===== src/rtl/dsp_ctr_seq_if.sv =====
// Instruction, counter-control and status bundle between the TPU control
// logic (master) and the dsp_ctr sequencer (slave).
interface dsp_ctr_seq_if #(
    parameter int COUNTER_WIDTH = 6,
    parameter int REP_WIDTH     = 8
);
    logic                     instr_valid;
    logic                     instr_ready;
    logic [COUNTER_WIDTH-1:0] instr_len;
    logic [REP_WIDTH-1:0]     instr_reps;
    logic                     abort;
    logic                     ctr_enable;
    logic                     ctr_load;
    logic [COUNTER_WIDTH-1:0] ctr_end_val;
    logic                     ctr_event;
    logic                     pass_done;
    logic [REP_WIDTH-1:0]     pass_idx;
    logic                     done;
    logic                     busy;

    modport master (
        output instr_valid, instr_len, instr_reps, abort, ctr_event,
        input  instr_ready, ctr_enable, ctr_load, ctr_end_val,
               pass_done, pass_idx, done, busy
    );

    modport slave (
        input  instr_valid, instr_len, instr_reps, abort, ctr_event,
        output instr_ready, ctr_enable, ctr_load, ctr_end_val,
               pass_done, pass_idx, done, busy
    );
endinterface


===== src/rtl/dsp_ctr_seq.sv =====
// Sequencer that runs a dsp_ctr through a number of passes of a given length,
// reloading between passes and reporting per-pass and final completion.
module dsp_ctr_seq #(
    parameter int COUNTER_WIDTH = 6,
    parameter int REP_WIDTH     = 8
) (
    input  logic          clk,
    input  logic          rst,
    dsp_ctr_seq_if.slave  bus
);

    typedef enum logic [1:0] {
        IDLE = 2'd0,
        LOAD = 2'd1,
        RUN  = 2'd2,
        DONE = 2'd3
    } state_t;

    state_t                   state_reg;
    state_t                   state_next;
    logic [COUNTER_WIDTH-1:0] len_reg;
    logic [REP_WIDTH-1:0]     reps_reg;
    logic [REP_WIDTH-1:0]     pass_cnt_reg;
    logic [REP_WIDTH-1:0]     pass_idx_reg;
    logic                     pass_done_reg;

    logic                     accept;
    logic                     pass_event;
    logic                     last_pass;
    logic [REP_WIDTH:0]       pass_cnt_inc;

    assign bus.instr_ready = (state_reg == IDLE) && !bus.abort;
    assign accept          = bus.instr_valid && bus.instr_ready;

    // One extra bit so that reps=2^REP_WIDTH-1 compares without wrapping.
    assign pass_cnt_inc = {1'b0, pass_cnt_reg} + (REP_WIDTH+1)'(1);
    assign last_pass    = (pass_cnt_inc == {1'b0, reps_reg});

    // A counter event only counts while running and not being cancelled.
    assign pass_event = (state_reg == RUN) && bus.ctr_event && !bus.abort;

    always_comb begin
        state_next = state_reg;
        case (state_reg)
            IDLE: begin
                if (accept) begin
                    if ((bus.instr_len == '0) || (bus.instr_reps == '0))
                        state_next = DONE;
                    else
                        state_next = LOAD;
                end
            end
            LOAD: begin
                state_next = bus.abort ? IDLE : RUN;
            end
            RUN: begin
                if (bus.abort)
                    state_next = IDLE;
                else if (bus.ctr_event)
                    state_next = last_pass ? DONE : LOAD;
            end
            DONE: begin
                state_next = IDLE;
            end
            default: begin
                state_next = IDLE;
            end
        endcase
    end

    always_ff @(posedge clk or posedge rst) begin
        if (rst) begin
            state_reg <= IDLE;
        end else begin
            state_reg <= state_next;
        end
    end

    always_ff @(posedge clk or posedge rst) begin
        if (rst) begin
            len_reg       <= '0;
            reps_reg      <= '0;
            pass_cnt_reg  <= '0;
            pass_idx_reg  <= '0;
            pass_done_reg <= 1'b0;
        end else begin
            pass_done_reg <= pass_event;
            if (accept) begin
                len_reg      <= bus.instr_len;
                reps_reg     <= bus.instr_reps;
                pass_cnt_reg <= '0;
            end else if (pass_event) begin
                pass_idx_reg <= pass_cnt_reg;
                pass_cnt_reg <= pass_cnt_inc[REP_WIDTH-1:0];
            end
        end
    end

    // Control and status are straight decodes of the registered state.
    assign bus.ctr_enable  = (state_reg == LOAD) || (state_reg == RUN);
    assign bus.ctr_load    = (state_reg == LOAD);
    assign bus.ctr_end_val = len_reg;
    assign bus.pass_done   = pass_done_reg;
    assign bus.pass_idx    = pass_idx_reg;
    assign bus.done        = (state_reg == DONE);
    assign bus.busy        = (state_reg != IDLE);

endmodule

===== src/flat_wrapper.sv =====
// flat-port wrapper written by rule: the top's interface ports become plain ports
module dsp_ctr_seq_flat 
#(
    parameter int COUNTER_WIDTH = 6,
    parameter int REP_WIDTH     = 8
)
  (clk, rst, bus_instr_valid, bus_instr_len, bus_instr_reps, bus_abort, bus_ctr_event, bus_instr_ready, bus_ctr_enable, bus_ctr_load, bus_ctr_end_val, bus_pass_done, bus_pass_idx, bus_done, bus_busy);
  dsp_ctr_seq_if #(.COUNTER_WIDTH(COUNTER_WIDTH), .REP_WIDTH(REP_WIDTH)) bus_i ();
  input  logic clk;
  input  logic rst;
  input wire logic [$bits(bus_i.instr_valid)-1:0] bus_instr_valid;
  input wire logic [$bits(bus_i.instr_len)-1:0] bus_instr_len;
  input wire logic [$bits(bus_i.instr_reps)-1:0] bus_instr_reps;
  input wire logic [$bits(bus_i.abort)-1:0] bus_abort;
  input wire logic [$bits(bus_i.ctr_event)-1:0] bus_ctr_event;
  output wire logic [$bits(bus_i.instr_ready)-1:0] bus_instr_ready;
  output wire logic [$bits(bus_i.ctr_enable)-1:0] bus_ctr_enable;
  output wire logic [$bits(bus_i.ctr_load)-1:0] bus_ctr_load;
  output wire logic [$bits(bus_i.ctr_end_val)-1:0] bus_ctr_end_val;
  output wire logic [$bits(bus_i.pass_done)-1:0] bus_pass_done;
  output wire logic [$bits(bus_i.pass_idx)-1:0] bus_pass_idx;
  output wire logic [$bits(bus_i.done)-1:0] bus_done;
  output wire logic [$bits(bus_i.busy)-1:0] bus_busy;
  assign bus_i.instr_valid = bus_instr_valid;
  assign bus_i.instr_len = bus_instr_len;
  assign bus_i.instr_reps = bus_instr_reps;
  assign bus_i.abort = bus_abort;
  assign bus_i.ctr_event = bus_ctr_event;
  assign bus_instr_ready = bus_i.instr_ready;
  assign bus_ctr_enable = bus_i.ctr_enable;
  assign bus_ctr_load = bus_i.ctr_load;
  assign bus_ctr_end_val = bus_i.ctr_end_val;
  assign bus_pass_done = bus_i.pass_done;
  assign bus_pass_idx = bus_i.pass_idx;
  assign bus_done = bus_i.done;
  assign bus_busy = bus_i.busy;
  dsp_ctr_seq #(.COUNTER_WIDTH(COUNTER_WIDTH), .REP_WIDTH(REP_WIDTH)) u_core (.clk(clk), .rst(rst), .bus(bus_i));
endmodule

===== config.mk =====
export PLATFORM = sky130hd
export DESIGN_NAME = dsp_ctr_seq_flat
export DESIGN_NICKNAME = d
export VERILOG_FILES = /design/src/rtl/dsp_ctr_seq_if.sv /design/src/rtl/dsp_ctr_seq.sv /design/src/flat_wrapper.sv
export SDC_FILE = /design/constraint.sdc
export NUM_CORES = 1
export LEC_CHECK = 0
export CAP_MARGIN = 20
export CORE_MARGIN = 2
export CORE_UTILIZATION = 51
export CTS_BUF_LIST = sky130_fd_sc_hd__clkbuf_2 sky130_fd_sc_hd__clkbuf_4 sky130_fd_sc_hd__clkbuf_8
export CTS_CLUSTER_DIAMETER = 50
export CTS_CLUSTER_SIZE = 14
export DETAILED_ROUTE_END_ITERATION = 8
export HOLD_SLACK_MARGIN = 0.02
export MAX_ROUTING_LAYER = met4
export PLACE_DENSITY = 0.8
export SYNTH_ARGS = -nofsm -noshare
export SYNTH_HDL_FRONTEND = slang
export SYNTH_SLANG_ARGS = --single-unit

===== constraint.sdc =====
create_clock -name clk -period 2.64 [get_ports clk]
set_clock_uncertainty 0.15 [all_clocks]
set_input_delay 0.66 -clock clk [delete_from_list [all_inputs] [get_ports clk]]
set_output_delay 0.66 -clock clk [all_outputs]
set_load 0.02 [all_outputs]

# Word-level counts from Yosys, hierarchy flattened
# Cells that the tools add are included.
[totals]
regBits = 33
latch_bits = 0
mem_bits_rw = 0
mem_bits_ro = 0
input_bits = 19
out_inout_bits = 20
elab_cells = 37
n_memories = 0
[op_classes]
n_addsub = 1
mul = 0
div = 0
n_lt_le_gt_ge = 0
n_eq_ne = 6
shifts = 0
muxes = 9
bitwise_logic = 1
n_reduce_logical = 14
[op_table]
columns = ["op", "n"]
rows = [
  ["2-to-1 mux 8 bit", 2],
  ["2-to-1 mux 2 bit", 6],
  ["adder 8 x 1 -> 9 bit, second input constant", 1],
  ["equality test 9 x 8 -> 1 bit", 1],
  ["logical NOT 8 bit", 1],
  ["case mux 2 bit (4 select lines)", 1],
  ["logical NOT 6 bit", 1],
  ["equality test 2 bit, second input constant", 2],
  ["logical AND 1 bit", 4],
  ["AND reduction 2 bit", 2],
  ["nonzero test 2 bit", 2],
  ["inequality test 3 bit, second input constant", 1],
  ["equality test 2 x 1 -> 1 bit, second input constant", 1],
  ["logical NOT 2 bit", 1],
  ["logical OR 1 bit", 2],
  ["inequality test 2 x 1 -> 1 bit, second input constant", 1],
  ["logical NOT 1 bit", 1],
  ["NOT 1 bit", 1],
]

# Logic depth before layout (Yosys ltp)
# Gate-level depths: netlist (run 1).
[logic_depth]
word_depth = 6
ltp_mapped = 9
mapped_depth_nobuf = 8

# Worst setup path before layout (run 1)
# Ideal clock, no wire load.
[synth_timing]
path_kind = "register to register"
from = "register u_core.state_reg[0]"
to = "register u_core.pass_idx_reg[2], in the netlist u_core.bus.pass_idx[2]"
setup_time_ps = 128
arrival_ps = 1832
required_time_ps = 2362
slack_ps = 531
path_stages_with_launch = 8
n_path_buf = 1
period_less_slack_ps = 2109
cell_sequence = "dfrtp_1 inv_1 ha_1 nor2b_1 and2_1 clkbuf_1 nor2_2 mux2_1"
[synth_via]
elab_chain_cells = 5
elab_cells_between_ends = 8
classes_between = "eq/ne (1); bitwise (1); reduce/logical (6)"
[synth_rtl]
columns = ["item", "line", "text"]
rows = [
  ["from (decl)", "dsp_ctr_seq.sv:19", "state_t state_reg;"],
  ["from (signal assigned)", "dsp_ctr_seq.sv:75", "state_reg <= state_next;"],
  ["logical NOT 2 bit", "dsp_ctr_seq.sv:32", "assign bus.instr_ready = (state_reg == IDLE) && !bus.abort;"],
  ["logical AND 1 bit", "dsp_ctr_seq.sv:32", ""],
  ["named net bus_instr_ready", "flat_wrapper.sv:16", "output wire logic [$bits(bus_i.instr_ready)-1:0] bus_instr_ready;"],
  ["logical AND 1 bit", "dsp_ctr_seq.sv:33", "assign accept = bus.instr_valid && bus.instr_ready;"],
  ["NOT 1 bit (no source line)", "-", ""],
  ["AND reduction 2 bit (no source line)", "-", ""],
  ["to (signal assigned)", "dsp_ctr_seq.sv:93", "pass_idx_reg <= pass_cnt_reg;"],
  ["to (decl)", "dsp_ctr_seq.sv:24", "logic [REP_WIDTH-1:0] pass_idx_reg;"],
]
# The timed path passes the listed nets, and every way through them passes these cells.
# A chain may end at the register's enable or synchronous reset.

# Worst setup path after layout (run 1)
[layout_timing]
from = "register u_core.state_reg[1]"
to = "output port bus_ctr_enable"
[layout_via]
elab_chain_cells = 2
elab_cells_between_ends = 3
classes_between = "eq/ne (2); reduce/logical (1)"
[layout_rtl]
columns = ["item", "line", "text"]
rows = [
  ["equality test 2 x 1 -> 1 bit or equality test 2 bit (tied branches)", "dsp_ctr_seq.sv:100", "assign bus.ctr_enable = (state_reg == LOAD) || (state_reg == RUN);"],
  ["logical OR 1 bit (*)", "dsp_ctr_seq.sv:100", ""],
  ["to (decl)", "flat_wrapper.sv:17", "output wire logic [$bits(bus_i.ctr_enable)-1:0] bus_ctr_enable;"],
]
# Every way passes the cells marked *; elsewhere a longest branch is shown, timed or not.

==> results of run 1 <==
## stage by stage
stage	total power, W	setup TNS [ns]
detailed placement	0.00165	-0.122
global route	0.00205	0
floorplan	0.00130	0
finish	0.00190	0
global placement	0.00161	-0.0243
CTS	0.00192	0
## cell type report
cell class,count,area (sq um),share of cell area
clock inverter,3,17.5,0.00799
sequential,33,826,0.377
tap,44,55.1,0.0251
clock buffer,5,37.5,0.0171
multi-input combinational,133,800,0.365
inverter,8,30.0,0.0137
timing repair buffer,44,427,0.195
## cells by family (layout without fill, tap and decap cells)
logic type,after synthesis,count (layout)
muxes,9,9
AOI/OAI and AO/OA,20,20
xor gates and xnor gates,12,12
DFF,33,33
and+or+nand+nor,86,86
buffers and inverters,13,60
adders and majority gates,6,6
## final timing paths
path,end,cells past startpoint,slack (ns),from
min reg2reg,u_core.bus.ctr_end_val[3],2,0.34,u_core.bus.ctr_end_val[3]
max in group asynchronous,u_core.state_reg[1],3,1.50,rst
min in group asynchronous,u_core.reps_reg[3],3,0.54,rst
max,bus_ctr_enable,3,0.09,u_core.state_reg[1]
min,u_core.bus.ctr_end_val[3],2,0.34,u_core.bus.ctr_end_val[3]
max reg2reg,u_core.state_reg[1],7,0.47,u_core.pass_cnt_reg[0]
## cell usage in the layout (no fill, tap or decap), types with 4 or more instances in the layout
cell type / synthesis / layout
a21oi_1: 4 / 4
buf_4: 0 / 6
clkbuf_4: 0 / 5
clkdlybuf4s50_1: 0 / 36
dfrtp_1: 33 / 33
ha_1: 6 / 6
inv_1: 8 / 8
mux2_1: 4 / 4
mux2_2: 4 / 4
nand2_1: 52 / 52
nor2_1: 11 / 11
nor2b_1: 4 / 4
o21ai_0: 7 / 7
or3_1: 4 / 4
xnor2_1: 8 / 8
xor2_1: 4 / 4
## worst max-delay path, stage by stage, from the launching register on
cell and delay, ns:
dfrtp_1 0.42, inv_1 0.11, ha_1 0.28, clkdlybuf4s50_1 0.59
## power by group through the flow
| stage | Combinational (W) | Clock, W | Sequential [W] |
|---|---|---|---|
| 2_1_floorplan | 0.000468 | 0 | 0.000827 |
| 3_3_place_gp | 0.000836 | 0 | 0.000773 |
| 3_5_place_dp | 0.000865 | 0 | 0.000782 |
| 4_1_cts | 0.000863 | 0.000283 | 0.000776 |
| 5_1_grt | 0.000946 | 0.000305 | 0.000797 |
| 6_report | 0.000851 | 0.000275 | 0.000778 |
## routing by layer
| layer | up-vias | GRT usage |
|---|---|---|
| met2 | 43 | 0.375 |
| met5 | - | - |
| met3 | 6 | 0.0735 |
| met1 | 687 | 0.272 |
| li1 | 687 | - |
| met4 | 0 | 0.0745 |
==> results by group, run 1 <==
Finish
  – Fillcell total: 255
  – Final core occ: 0.712
  – Fin cells: 270
  – Nets: 250
  – Layout cells sized above 1: 0.102
  – Layout area overhead: 30.8%
  – Final instance area: 2190 sq um
  – N_diodes: 0

STA
  – Post-layout min period: 2.55 ns
  – RSZ-0062 raised after global routing: false
  – Period utilization: 0.966
  – Worst Tran Pin Value: approximately 0.45 ns
  – Final hold violations: 0
  – Setup violations, final: 0
  – Max_slew headroom: 0.701
  – Hold Slack: roughly 0.34 ns
  – F_max: 392 MHz
  – Final worst setup slack: 0.0896 ns
  – Final Max Tran Viols: 0

Synth
  – Syn. warnings: 0
  – Post-synth top area share: 0.493
  – Area share of fa/ha/maj cells after synthesis: 0.0448
  – Synth Net Count: 204
  – Post-synthesis sequential area ratio: 0.493
  – Synthesized flop and latch total: 33
  – Largest area contributor in the netlist: dfrtp_1
  – Post-synthesis xor/xnor area fraction: 0.0627
  – Top-count cell post-synth: nand2_1
  – Synth area leaders: dfrtp_1 (49%), nand2_1 (12%), ha_1 (4.5%)
  – Cell Area, Synth: 1680 sq um
  – Largest family of logic cells by synthesized area: simple AND/OR/NAND/NOR gates
  – Synth Area in Compound Gates: 0.0807
  – Post-synth top flop: dfrtp_1
  – Unique cell type count in the Yosys netlist: 36
  – Synth Instances: 179
  – Post-synthesis simple-gate area fraction: 0.229
  – Mux cell area share after synthesis: 0.0597
  – Synth cell count leaders: nand2_1 (52), dfrtp_1 (33), nor2_1 (11)
  – Number of enable flip-flop cells after synthesis: 0
  – Asr flop ratio synth: 1.00
  – Synthesized area per cell: about 9.4 sq um

Setup path
  – Crit-path max FO: 4
  – WS Path Type: reg2out
  – CP Launch Type: flip-flop
  – Worst Path Required: 1.83 ns
  – Critical Path End Type: primary output
  – Arrival @ worst endpoint: 1.74 ns

Power and ir drop
  – Net Switching: 0.000749 W
  – Clock Power Share: 0.144
  – Peak supply drop: 0.563 mV
  – Int Pwr: 0.00115 W
  – Proportion of power drawn by combinational gates: 0.447
  – Switching share of power: 0.393
  – Sequential power share: 0.409
  – Pwr/cell area: 868 nW/um^2
  – Leak: around 1 nW

Place
  – IO buf count: 38
  – Placed instance area: around 2100 sq um
  – RD Place Congestion: between 0.9 and 1
  – Setup WS pre-CTS: -0.122 ns
  – Dpl cells: 262
  – Detailed Place HPWL: 2.75 mm

Clocking
  – TritonCTS Buffers: 5
  – CTS tree: done
  – TritonCTS sink count: 33
  – Clk slew on worst S/H paths: 0.10 ns
  – Setup Fix Bufs, Post-CTS: 0
  – Post-CTS sizing: 1
  – Root buffer cell: clkbuf_4
  – Clk_lat worst skew: around 0.35 ns
  – H-tree depth: 2
  – Hold Buf Count CTS: 0
  – Max clock buf depth: 2

Route
  – Vias per Instance: 5.27
  – Drt wl/cell: 13.1 um
  – Drc violations: 0
  – DR WL met2: around 1.7 mm
  – DR pass1 iterations: 4
  – Met1 WL: 1.52 mm
  – Max layer used: met4
  – Final WL: 3.53 mm
  – Met3 wire length: around 210 um
  – Antenna-violating nets left: 0
  – DR iter-0 viols: 49
  – Detailed-route via count: around 1400

Die
  – Full die area: 3760 sq um
  – Core area: 3080 sq um
  – Ports: 39
  – Chip width: about 61 um
  – Die height: 61.3 um
  – Starting Density: 0.544
  – Cell Rows: 20

Global routing
  – First-pass GRT wire length: roughly 6 mm
  – Number of global-route vias before repair: roughly 1400
  – GR Overflow Total: 0
  – Largest net degree at the start of global routing: 34
  – Initial antenna violation count: 0
  – Gr usage total: 0.231

Worst hold path
  – Worst min-delay path class: reg2reg

Job
  – MaxCap Viol Count: 0

Status
  – Status: finished clean
Power figures use the tool's default switching activity.
==> inputs of run 2 (changes only) <==
==> config.mk (replaced) <==
export PLATFORM = sky130hd
export DESIGN_NAME = dsp_ctr_seq_flat
export DESIGN_NICKNAME = d
export VERILOG_FILES = /design/src/rtl/dsp_ctr_seq_if.sv /design/src/rtl/dsp_ctr_seq.sv /design/src/flat_wrapper.sv
export SDC_FILE = /design/constraint.sdc
export NUM_CORES = 1
export LEC_CHECK = 0
export ABC_CLOCK_PERIOD_IN_PS = 2640
export CAP_MARGIN = 20
export CORE_MARGIN = 2
export CORE_UTILIZATION = 49
export CTS_BUF_LIST = sky130_fd_sc_hd__clkbuf_8 sky130_fd_sc_hd__clkbuf_16
export CTS_CLUSTER_DIAMETER = 50
export CTS_CLUSTER_SIZE = 14
export DETAILED_ROUTE_END_ITERATION = 8
export HOLD_SLACK_MARGIN = 0.02
export MAX_ROUTING_LAYER = met4
export PLACE_DENSITY = 0.78
export RECOVER_POWER = 100
export SYNTH_ARGS = -nofsm -noshare
export SYNTH_HDL_FRONTEND = slang
export SYNTH_SLANG_ARGS = --single-unit
==> results by group, run 2 (synthesized netlist as in run 1, its figures left out) <==
Status
  – Status: finished clean

STA
  – Final Max Tran Viols: 0
  – Setup TNS: 0 ns
  – Post-layout min period: 2.53 ns
  – F_max: 395 MHz
  – Max_slew headroom: 0.468
  – Period utilization: 0.958
  – RSZ-0062 raised after global routing: false
  – Setup violations, final: 0
  – Hold Slack: about 0.32 ns
  – Final hold violations: 0
  – Worst Tran Pin Value: 0.798 ns

Clocking
  – Setup Fix Bufs, Post-CTS: 0
  – Hold Buf Count CTS: 0
  – Post-CTS sizing: 1
  – Clk slew on worst S/H paths: approximately 0.06 ns
  – TritonCTS Buffers: 5
  – CTS tree: done
  – Root buffer cell: clkbuf_8
  – H-tree depth: 2
  – Clk_lat worst skew: 0.28 ns
  – TritonCTS sink count: 33
  – Max clock buf depth: 2

Setup path
  – Worst path max stage delay: ~0.65 ns
  – Arrival @ worst endpoint: about 1.7 ns
  – Crit-path max FO: 4
  – CP Launch Type: flip-flop
  – Worst Path Required: 1.83 ns
  – Critical Path End Type: primary output
  – Slowest CP cell: dlygate4sd3_1
  – WS Path Type: reg2out
  – Crit-path cells: inv_1 -> ha_1 -> dlygate4sd3_1
  – Buffers and inverters on the worst path: 2
  – CP top delay family: buffers and inverters

Route
  – Detailed-route via count: about 1400
  – Antenna-violating nets left: 0
  – Final WL: 3.46 mm
  – Vias per Instance: a little over 5
  – DR pass1 iterations: 4
  – DR iter-0 viols: 72
  – Drc violations: 0
  – Drt wl/cell: between 10 and 15 um

Finish
  – Final instance area: between 2000 and 2500 sq um
  – Fillcell total: 316
  – FF+latch area: 826 sq um
  – Layout cells sized above 1: 0.0841
  – Area occupied by multi-input gates: around 800 sq um
  – Final core occ: 0.666
  – Nets: 250
  – Most common cell after layout, fill and taps aside: nand2_1
  – Leading cell types in the layout, fill and taps excluded: nand2_1 (52), dfrtp_1 (33), dlygate4sd3_1 (20)
  – N_diodes: 0
  – Layout area overhead: 31.5%

Die
  – Core area: 3310 sq um
  – Starting Density: 0.506
  – Cell Rows: 21
  – Full die area: 3900 sq um
  – Ports: 39
  – Chip width: 62.5 um
  – Die height: 62.5 um

Power and ir drop
  – Net Switching: 0.000730 W
  – Int Pwr: 0.00120 W
  – Switching share of power: 0.379
  – Clock Power Share: 0.184
  – Sequential power share: 0.401
  – Pwr/cell area: just under 900 nW/um^2
  – Proportion of power drawn by combinational gates: 0.415
  – Leak: 1.06 nW
  – Peak supply drop: between 0.5 and 0.6 mV

Place
  – Detailed Place HPWL: 2.59 mm
  – RD Place Congestion: 0.830
  – Placed instance area: 2140 sq um
  – IO buf count: 38

Global routing
  – Initial antenna violation count: 0
  – First-pass GRT wire length: 6.22 mm
  – Number of global-route vias before repair: ~1400
  – Gr usage total: 0.210
  – GR Overflow Total: 0
  – Largest net degree at the start of global routing: 34

Job
  – MaxCap Viol Count: 0

Worst hold path
  – Worst min-delay path class: reg2reg
run 2: final cells by class:
class	count	share of cell area
inverter	8	0.0136
multi-input combinational	133	0.363
timing repair buffer	44	0.185
clock inverter	3	0.00625
sequential	33	0.375
clock buffer	5	0.0312
tap	46	0.0261
run 2: through the flow:
| step | cells | setup slack, ns | power [W] |
|---|---|---|---|
| finish | 272 | 0.111 | 0.00193 |
| global route | 272 | 0.0395 | 0.00207 |
| CTS | 272 | 0.143 | 0.00199 |
| detailed placement | 264 | -0.0463 | 0.00163 |
| global placement | 264 | -0.00906 | 0.00161 |
| floorplan | 179 | 0.531 | 0.00130 |
run 2: final timing paths:
check | startpoint | to | slack [ns] | depth (start not counted)
setup / recovery | u_core.state_reg[1] | bus_ctr_enable | 0.11 | 3
hold / removal | u_core.bus.ctr_end_val[0] | u_core.bus.ctr_end_val[0] | 0.32 | 2
setup reg to reg | u_core.state_reg[0] | u_core.bus.pass_idx[3] | 0.37 | 8
hold reg to reg | u_core.bus.ctr_end_val[0] | u_core.bus.ctr_end_val[0] | 0.32 | 2
max in group asynchronous | rst | u_core.pass_cnt_reg[3] | 0.94 | 3
min in group asynchronous | rst | u_core.bus.ctr_end_val[2] | 0.89 | 3
run 2: power by group through the flow:
stage / registers, W / clock network, W / logic [W]
final: 0.000773 / 0.000353 / 0.000799
after CTS: 0.000775 / 0.000367 / 0.000851
after global routing: 0.000792 / 0.000390 / 0.000892
after global placement: 0.000772 / 0 / 0.000833
after detailed placement: 0.000785 / 0 / 0.000848
after floorplan: 0.000827 / 0 / 0.000468
run 2: per-layer routing:
metal	share of wire	up-vias	track usage	wire, um
met2	0.50	24	0.345	1740
met3	0.038	4	0.0559	133
met5	0	-	-	0
met1	0.44	665	0.243	1530
met4	0.016	0	0.0917	57
li1	-	688	-	-
run 2: worst reg2reg max path, cell delays in order (launching register included):
cell and delay, ns:
dfrtp_1 0.39, inv_1 0.10, ha_1 0.21, nor2b_1 0.14, clkbuf_4 0.13, and2_0 0.19
nor2_2 0.09, clkbuf_1 0.37, mux2_2 0.39
